$ cat config.mk
export PLATFORM = sky130hd
export DESIGN_NAME = esc_tx_ctrl
export DESIGN_NICKNAME = d
export VERILOG_FILES = /design/src/rtl/esc_tx_ctrl.sv
export SDC_FILE = /design/constraint.sdc
export NUM_CORES = 1
export LEC_CHECK = 0
export BUFFER_PORTS_ARGS = -buffer_cell sky130_fd_sc_hd__buf_4
export CAP_MARGIN = 20
export CELL_PAD_IN_SITES_DETAIL_PLACEMENT = 1
export CELL_PAD_IN_SITES_GLOBAL_PLACEMENT = 2
export CORE_MARGIN = 2
export CORE_UTILIZATION = 32
export CTS_CLUSTER_SIZE = 24
export DETAILED_ROUTE_END_ITERATION = 6
export GPL_ROUTABILITY_DRIVEN = 0
export PLACE_DENSITY = 0.9
export SYNTH_ARGS = -nofsm -noshare
export SYNTH_HDL_FRONTEND = slang
export SYNTH_SLANG_ARGS = --single-unit
$ cat constraint.sdc
create_clock -name TxClkEsc -period 2.6 [get_ports TxClkEsc]
set_input_delay 0.13 -clock TxClkEsc [delete_from_list [all_inputs] [get_ports TxClkEsc]]
set_output_delay 0.13 -clock TxClkEsc [all_outputs]
set_load 0.01 [all_outputs]
$ cat src/rtl/esc_tx_ctrl.sv
`default_nettype none
// ============================================================================
// Module   : esc_tx_ctrl
// Brief    : MIPI D-PHY escape-mode transmit controller. Sequences the LP
//            escape entry, sends the command byte and then LPDT data,
//            triggers or ULPS, and ends with the mark-1 exit.
// Revision : 1.0 - initial release
// ============================================================================
module esc_tx_ctrl #(
  parameter int TLPX = 2
) (
  input  logic       TxClkEsc,
  input  logic       RstN,
  input  logic       TxRequestEsc,
  input  logic       TxLpdtEsc,
  input  logic       TxUlpsEsc,
  input  logic [3:0] TxTriggerEsc,
  input  logic [7:0] TxDataEsc,
  input  logic       TxValidEsc,
  output logic       TxReadyEsc,
  output logic       EscSerEn,
  output logic [7:0] SerData,
  output logic       Pause_Ready,
  output logic [1:0] LpState,
  output logic       StopState,
  output logic       UlpsActive
);

  localparam logic [3:0] c_ST_IDLE  = 4'd0;
  localparam logic [3:0] c_ST_E10   = 4'd1;
  localparam logic [3:0] c_ST_E00A  = 4'd2;
  localparam logic [3:0] c_ST_E01   = 4'd3;
  localparam logic [3:0] c_ST_E00B  = 4'd4;
  localparam logic [3:0] c_ST_CMD   = 4'd5;
  localparam logic [3:0] c_ST_DATA  = 4'd6;
  localparam logic [3:0] c_ST_PAUSE = 4'd7;
  localparam logic [3:0] c_ST_ULPS  = 4'd8;
  localparam logic [3:0] c_ST_MARK  = 4'd9;

  localparam logic [2:0] c_MODE_LPDT  = 3'd0;
  localparam logic [2:0] c_MODE_ULPS  = 3'd1;
  localparam logic [2:0] c_MODE_RTRIG = 3'd2;
  localparam logic [2:0] c_MODE_TRIG1 = 3'd3;
  localparam logic [2:0] c_MODE_TRIG2 = 3'd4;
  localparam logic [2:0] c_MODE_TRIG3 = 3'd5;

  // Last value of the hold counter in a TLPX-timed LP state
  localparam logic [3:0] c_HOLD_LAST = 4'(TLPX - 1);
  localparam logic [2:0] c_SLOT_LAST = 3'd7;

  logic [3:0] r_state;
  logic [3:0] w_nextState;
  logic [2:0] r_mode;
  logic [2:0] w_reqMode;
  logic       w_reqModeValid;
  logic [3:0] r_hold;
  logic       w_holdDone;
  logic       w_timedState;
  logic [2:0] r_slot;
  logic       w_slotLast;
  logic       w_serState;
  logic [7:0] r_serData;
  logic       r_txReady;
  logic       w_byteLatch;
  logic       w_cmdLoad;
  logic [7:0] w_cmdByte;

  assign w_timedState = (r_state == c_ST_E10)  || (r_state == c_ST_E00A) ||
                        (r_state == c_ST_E01)  || (r_state == c_ST_E00B) ||
                        (r_state == c_ST_MARK);
  assign w_holdDone   = (r_hold == c_HOLD_LAST);
  assign w_serState   = (r_state == c_ST_CMD) || (r_state == c_ST_DATA);
  assign w_slotLast   = (r_slot == c_SLOT_LAST);

  // A fresh byte is taken whenever DATA is entered at a byte boundary: from
  // slot 7 of CMD/DATA or straight out of PAUSE.
  assign w_byteLatch  = (w_nextState == c_ST_DATA) &&
                        ((r_state == c_ST_PAUSE) || (w_serState && w_slotLast));
  assign w_cmdLoad    = (r_state == c_ST_E00B) && (w_nextState == c_ST_CMD);

  // Requested mode by priority: LPDT, then ULPS, then lowest trigger bit
  always_comb begin
    w_reqModeValid = 1'b1;
    w_reqMode      = c_MODE_LPDT;
    if (TxLpdtEsc)            w_reqMode = c_MODE_LPDT;
    else if (TxUlpsEsc)       w_reqMode = c_MODE_ULPS;
    else if (TxTriggerEsc[0]) w_reqMode = c_MODE_RTRIG;
    else if (TxTriggerEsc[1]) w_reqMode = c_MODE_TRIG1;
    else if (TxTriggerEsc[2]) w_reqMode = c_MODE_TRIG2;
    else if (TxTriggerEsc[3]) w_reqMode = c_MODE_TRIG3;
    else                      w_reqModeValid = 1'b0;
  end

  // Command byte for the latched mode
  always_comb begin
    w_cmdByte = 8'hE1;
    case (r_mode)
      c_MODE_LPDT:  w_cmdByte = 8'hE1;
      c_MODE_ULPS:  w_cmdByte = 8'h1E;
      c_MODE_RTRIG: w_cmdByte = 8'h62;
      c_MODE_TRIG1: w_cmdByte = 8'hA0;
      c_MODE_TRIG2: w_cmdByte = 8'h21;
      c_MODE_TRIG3: w_cmdByte = 8'h5D;
      default:      w_cmdByte = 8'hE1;
    endcase
  end

  // State register
  always_ff @(posedge TxClkEsc or negedge RstN) begin
    if (!RstN) r_state <= c_ST_IDLE;
    else       r_state <= w_nextState;
  end

  // Next-state logic; the request line is not looked at from E10 through CMD
  always_comb begin
    w_nextState = r_state;
    case (r_state)
      c_ST_IDLE:  if (TxRequestEsc && w_reqModeValid) w_nextState = c_ST_E10;
      c_ST_E10:   if (w_holdDone) w_nextState = c_ST_E00A;
      c_ST_E00A:  if (w_holdDone) w_nextState = c_ST_E01;
      c_ST_E01:   if (w_holdDone) w_nextState = c_ST_E00B;
      c_ST_E00B:  if (w_holdDone) w_nextState = c_ST_CMD;
      c_ST_CMD: begin
        if (w_slotLast) begin
          if (r_mode == c_MODE_ULPS)      w_nextState = c_ST_ULPS;
          else if (r_mode != c_MODE_LPDT) w_nextState = c_ST_MARK;
          else if (TxValidEsc)            w_nextState = c_ST_DATA;
          else if (TxRequestEsc)          w_nextState = c_ST_PAUSE;
          else                            w_nextState = c_ST_MARK;
        end
      end
      c_ST_DATA: begin
        if (w_slotLast) begin
          if (TxValidEsc)        w_nextState = c_ST_DATA;
          else if (TxRequestEsc) w_nextState = c_ST_PAUSE;
          else                   w_nextState = c_ST_MARK;
        end
      end
      c_ST_PAUSE: begin
        if (TxValidEsc)         w_nextState = c_ST_DATA;
        else if (!TxRequestEsc) w_nextState = c_ST_MARK;
      end
      c_ST_ULPS:  if (!TxRequestEsc) w_nextState = c_ST_MARK;
      c_ST_MARK:  if (w_holdDone) w_nextState = c_ST_IDLE;
      default:    w_nextState = c_ST_IDLE;
    endcase
  end

  // Output decode from the current state
  always_comb begin
    EscSerEn    = 1'b0;
    LpState     = 2'b00;
    StopState   = 1'b0;
    Pause_Ready = 1'b0;
    UlpsActive  = 1'b0;
    case (r_state)
      c_ST_IDLE:  begin LpState = 2'b11; StopState = 1'b1; end
      c_ST_E10:   LpState = 2'b10;
      c_ST_E01:   LpState = 2'b01;
      c_ST_CMD,
      c_ST_DATA:  EscSerEn = 1'b1;
      c_ST_PAUSE: Pause_Ready = 1'b1;
      c_ST_ULPS:  UlpsActive = 1'b1;
      c_ST_MARK:  LpState = 2'b10;
      default:    LpState = 2'b00;
    endcase
  end

  // Mode is captured once, on the request that starts the sequence
  always_ff @(posedge TxClkEsc or negedge RstN) begin
    if (!RstN) r_mode <= c_MODE_LPDT;
    else if ((r_state == c_ST_IDLE) && (w_nextState == c_ST_E10)) r_mode <= w_reqMode;
  end

  // Hold counter restarts at every state change, runs only in timed states
  always_ff @(posedge TxClkEsc or negedge RstN) begin
    if (!RstN) r_hold <= 4'd0;
    else if (w_timedState && (w_nextState == r_state)) r_hold <= r_hold + 4'd1;
    else r_hold <= 4'd0;
  end

  // Bit slot counter; wraps 7->0 so a byte boundary lines up with slot 0
  always_ff @(posedge TxClkEsc or negedge RstN) begin
    if (!RstN)           r_slot <= 3'd0;
    else if (w_serState) r_slot <= r_slot + 3'd1;
    else                 r_slot <= 3'd0;
  end

  // Serializer byte: command on CMD entry, PPI data on each accepted byte
  always_ff @(posedge TxClkEsc or negedge RstN) begin
    if (!RstN)            r_serData <= 8'h00;
    else if (w_cmdLoad)   r_serData <= w_cmdByte;
    else if (w_byteLatch) r_serData <= TxDataEsc;
  end

  // Ready pulse accompanies exactly the edge that captures a byte
  always_ff @(posedge TxClkEsc or negedge RstN) begin
    if (!RstN) r_txReady <= 1'b0;
    else       r_txReady <= w_byteLatch;
  end

  assign SerData    = r_serData;
  assign TxReadyEsc = r_txReady;

endmodule
`default_nettype wire

### Word-level counts from Yosys, hierarchy flattened

Cells that the tools add are included.

* add/sub/neg operators: 2
* reduce and logical (&&, ||, !) cells: 17
* muxes and demuxes: 37
* equality and inequality tests: 20

Operator list (count)
* 4-bit 2-to-1 mux: 15
* 4-bit case mux with 10 select lines: 1
* 8-bit case mux with 5 select lines: 1
* 4-bit by 3-bit equality test with 1-bit output, second input constant: 6
* 3-bit 2-to-1 mux: 7
* 8-bit 2-to-1 mux: 2
* 4-bit by 1-bit equality test with 1-bit output, second input constant: 3
* 1-bit 2-to-1 mux: 10
* 3-bit equality test, second input constant: 3
* 4-bit by 2-bit equality test with 1-bit output, second input constant: 2
* 4-bit equality test, second input constant: 2
* 3-bit by 2-bit equality test with 1-bit output, second input constant: 2
* 1-bit logical AND: 6
* 1-bit logical OR: 6
* 2-bit case mux with 3 select lines: 1
* 4-bit by 1-bit adder with 4-bit output, second input constant: 1
* 4-bit equality test: 1
* 4-bit logical NOT: 1
* 2-bit OR reduction: 2
* 3-bit by 1-bit adder with 3-bit output, second input constant: 1
* 3-bit by 1-bit equality test with 1-bit output, second input constant: 1
* 3-bit nonzero test: 1
* 2-bit nonzero test: 1

* input bits: 18
* register bits after elaboration: 23
* logic and storage cells: 82
* output and inout bits: 15

### Logic depth before layout (Yosys ltp)

* depth in word-level cells: 13
* mapped depth: 9
* mapped depth without buffers: 8

### Least setup slack after synthesis

No wires, ideal clock.

* kind: register -> register
* from: register r_hold[1]
* to: register r_serData[5], in the netlist SerData[5]
* data required time: 2.462 ns
* period minus slack after synthesis: 2.100 ns
* path buffers: 1
* setup slack: 0.500 ns
* setup time: 0.138 ns
* cell stages (with the launch flop): 10
* data arrival time: 1.962 ns
* path through: dfrtp_1 > inv_1 > ha_1 > or3b_1 > o32a_1 > o21a_1 > a211oi_2 > buf_6 > mux2i_1 > a21oi_1

* longest elaborated chain between the ends: 6
* elaborated cells between the ends (all ways): 13
* those cells by class: eq/ne: 3; mux: 7; reduce/logical: 3

Ends and longest elaborated chain
* start, declared: line 56 `logic [3:0] r_hold;`
* start signal, assigned: line 178 `else if (w_timedState && (w_nextState == r_state)) r_hold <= r_hold + 4'd1;`
* 4-bit by 1-bit equality test with 1-bit output *: line 71 `assign w_holdDone = (r_hold == c_HOLD_LAST);`
* 4-bit 2-to-1 mux, on equally long branches
* 4-bit case mux with 10 select lines *: line 117 `case (r_state)`
* 4-bit by 3-bit equality test with 1-bit output *: line 77 `assign w_byteLatch = (w_nextState == c_ST_DATA) &&`
* 1-bit logical AND *: line 77
* named net w_byteLatch: line 64 `logic w_byteLatch;`
* 2-bit nonzero test (no line) *
* end signal, assigned: line 192 `else if (w_cmdLoad) r_serData <= w_cmdByte;`
* end signal, assigned: line 193 `else if (w_byteLatch) r_serData <= TxDataEsc;`
* end, declared: line 62 `logic [7:0] r_serData;`

The timed path passes the listed nets; every way through them passes the cells marked *.
A chain may end at the register's enable or synchronous reset.

### Final worst setup path

* from: register r_slot[0]
* to: register r_serData[4], in the netlist SerData[4]

* longest elaborated chain between the ends: 6
* elaborated cells between the ends (all ways): 12
* those cells by class: eq/ne: 3; mux: 4; reduce/logical: 5

Ends and longest elaborated chain
* start, declared: line 59 `logic [2:0] r_slot;`
* start signal, assigned: line 185 `else if (w_serState) r_slot <= r_slot + 3'd1;`
* 3-bit equality test *: line 73 `assign w_slotLast = (r_slot == c_SLOT_LAST);`
* 4-bit 2-to-1 mux, on equally long branches: line 133, 124
* 4-bit case mux with 10 select lines: line 117
* 4-bit by 3-bit equality test with 1-bit output, on equally long branches: line 79, 77
* 1-bit logical AND, on equally long branches: line 79, 77
* 8-bit 2-to-1 mux or 2-bit nonzero test (tied branches)

Every way passes the cells marked *; elsewhere a longest branch is shown, timed or not.

==> run_results.csv <==
group,metric,value,unit
synth,synthFlopType,"dfrtp_1",
clock_tree,clkTransAtPathRegs,0.09,ns
sta,tightest_slew,0.519,ns
final_layout,final_cell_count_no_fill,249,
power,p_leak,0.000820,uW
die,core_area,4410,um2
power,seq_power_share,34.3,%
detailed_routing,dr_total_vias,1338,
job,drv_cap,0,
synth,syn_avg_cell_area,9.06,um2
synth,async_flop_share,100,%
synth,ys_ff_latch,23,
detailed_routing,drc,0,
setup_path,path_delay_family,"compound AO/OA/AOI/OAI gates",
setup_path,worstSetupPathType,"register to register",
sta,max_freq,0.423,GHz
die,pin_count,33,
final_layout,area_growth,26.2,%
setup_path,startpoint_type,"register",
setup_path,cp_slowest_cell,"a311oi_2",
sta,rsz0062_at_grt,"no",
clock_tree,clock_path_buffers,2,
sta,clock_skew,0.00506,ns
detailed_routing,wirelength,3.98,mm
sta,period_needed,2.36,ns
power,power.switching,836,uW
power,clkPwrFrac,12.1,%
worst_hold_path,min_path_cells,2,
setup_path,crit_top_cell,"ha_1",
outcome,status,"finished clean",
power,swShare,44.0,%
sta,slew_violations,0,
clock_tree,cts_sinks,23,
final_layout,final_layout_size_suffix_gt1_share,25.4,%
setup_path,critPathCaptureType,"register",
setup_path,arrival,2.52,ns
power,vdd_drop_max,0.000291,V
final_layout,diodes,0,
global_routing,grt_util_all_layers,16.4,%
worst_hold_path,min_from,"TxLpdtEsc",
clock_tree,htreeDepth,1,
setup_path,worstRegToRegCells,10,
clock_tree,insertion_delay,0.27,ns
placement,post-dp-hpwl,3.09,mm
sta,setup_tns,0,ns
power,cellPowerDensity,1020,nW/um2
synth,synth_warnings,0,
sta,finalSetupViolCount,0,
final_layout,fin_nets,222,
sta,final-hold-violation-count,0,
synth,ys_types,45,
detailed_routing,ant_nets,0,
setup_path,crit_chain,"ha_1, ha_1, buf_4, nor2b_1, o221ai_1, a311oi_2, a211oi_4, buf_12, mux2i_1, a21oi_1",
placement,io_buffers,32,
setup_path,worst-path-buf-inv,2,
global_routing,gr-total-overflow,0,
die,die_x,71.9,um
clock_tree,root_buffer,"clkbuf_8",
detailed_routing,wl_per_cell,16.0,um
sta,finalCritPeriodShare,90.9,%
final_layout,n_fill_cell,535,
placement,dp_cells,243,
setup_path,cp.depth,10,
synth,synth_cells,163,
synth,ys_seq_area_share,39.0,%
detailed_routing,vias_per_cell,5.37,
global_routing,grt_max_degree,24,
worst_hold_path,min_path_type,"input port to register",
die,row_count,24,
sta,slew_headroom,65.1,%
die,start_util,33.4,%
setup_path,worst_ep_required_time,2.76,ns
detailed_routing,first_pass_iters,4,
global_routing,antenna_found_initial,0,
power,internal_power,1060,uW
setup_path,critPathMaxStageDelay,0.46,ns
synth,syn_area,1480,um2
global_routing,grt_pass1_wl,6.76,mm
clock_tree,cts_made_buffers,3,
synth,synth_edf_count,0,
die,fp.dieH,71.9,um
power,power_frac_comb,53.6,%
setup_path,crit_path_start,"r_slot[0]",
setup_path,r2r-start,"r_slot[0]",
detailed_routing,drt_iter0_drc,42,
global_routing,grt_pass1_vias,1421,
synth,synth_nets,187,
clock_tree,cts_tree,"built",
die,die_area,5170,um2
setup_path,cp_max_fo,9,
sta,hold_ws,0.0515,ns
## through the flow
stage	util [%]	cell area [um2]	power (uW)	setup WS, ns
after floorplan	-	1480	1270	0.500
after global placement	40.2	1770	1580	-0.0215
after detailed placement	40.2	1770	1650	-0.101
after CTS	41.6	1840	1900	0.0130
after global routing	42.2	1860	2070	0.0515
final	42.2	1860	1900	0.236
## routing by layer
layer / vias to the layer above / track usage [%] / part of all wire (%)
li1: 650 / - / -
met1: 651 / 21.9 / 44
met2: 35 / 28.1 / 51
met3: 2 / 2.78 / 4.2
met4: 0 / 3.77 / 0.18
met5: - / 0 / 0
## flip-flops by register name, indices dropped and copies added (netlist names)
name and count:
SerData 8, TxReadyEsc 1, r_hold 4, r_mode 3, r_slot 3, r_state 4
## path summary, 6_finish.rpt
kind	to	slack (ns)
max reg2reg	SerData[4]	0.24
max in group asynchronous	r_state[1]	2.08
min reg2reg	r_slot[0]	0.46
min in group asynchronous	r_mode[0]	0.28
min	r_mode[0]	0.05
max	SerData[4]	0.24
## area by class of cell
| cell class | instances | area [um2] | share of cell area [%] |
|---|---|---|---|
| flip-flops and latches | 23 | 576 | 30.9 |
| well taps | 52 | 65.1 | 3.49 |
| clock buffers | 4 | 45.0 | 2.42 |
| inverters | 7 | 26.3 | 1.41 |
| multi-input cells | 124 | 843 | 45.3 |
| repair buffers | 39 | 308 | 16.5 |
## cell usage in the layout (no fill, tap or decap), types with 2 or more instances in the layout
| cell | n |
|---|---|
| inv_1 | 7 |
| o32a_1 | 2 |
| nand3_1 | 4 |
| and3_1 | 2 |
| or2_2 | 2 |
| or3b_1 | 2 |
| nor3_1 | 2 |
| nor3b_1 | 2 |
| ha_1 | 6 |
| or3_1 | 2 |
| mux2i_1 | 9 |
| xnor2_1 | 2 |
| buf_4 | 37 |
| nand2_1 | 12 |
| nor2b_1 | 6 |
| dfrtp_1 | 23 |
| a31oi_1 | 2 |
| a211oi_1 | 2 |
| and2_1 | 2 |
| nand2b_1 | 3 |
| nor2_1 | 15 |
| clkbuf_8 | 3 |
| a21oi_1 | 20 |
| o21ai_0 | 7 |
## power by group through the flow
stage	clock network, uW	logic (uW)	registers, uW
finish	230	1020	651
global route	252	1140	683
CTS	232	1020	651
detailed placement	0	995	656
global placement	0	938	642
floorplan	0	687	588
## timing repair
action	CTS	global route
pin swaps	0	1
endpoints found under the setup margin	8	11
gates resized for setup	1	1
endpoints found under the hold margin	23	0
setup buffers	0	1
hold buffers	1	0
## kinds of logic after synthesis
kind of cell             share of synthesized area [%]
AND/OR/NAND/NOR                                   22.5
AO/OA/AOI/OAI                                     20.7
flip-flops                                        39.0
buffers and inverters                             4.83
multiplexers                                      6.10
adder cells (fa/ha/maj)                           5.08
XOR/XNOR                                          1.78
## Yosys cell counts, types with 3 or more instances
cell,instances,area [um2]
nor2b_1,6,37.5
dfrtp_1,23,576
mux2i_1,9,90.1
nand2b_1,3,18.8
nor2_1,15,56.3
inv_1,7,26.3
a21oi_1,20,100
nand2_1,12,45.0
buf_2,3,15.0
nand3_1,4,20.0
o21ai_0,7,35.0
ha_1,6,75.1
clkbuf_1,5,18.8
Note: power is estimated with default switching activity, not from simulation.
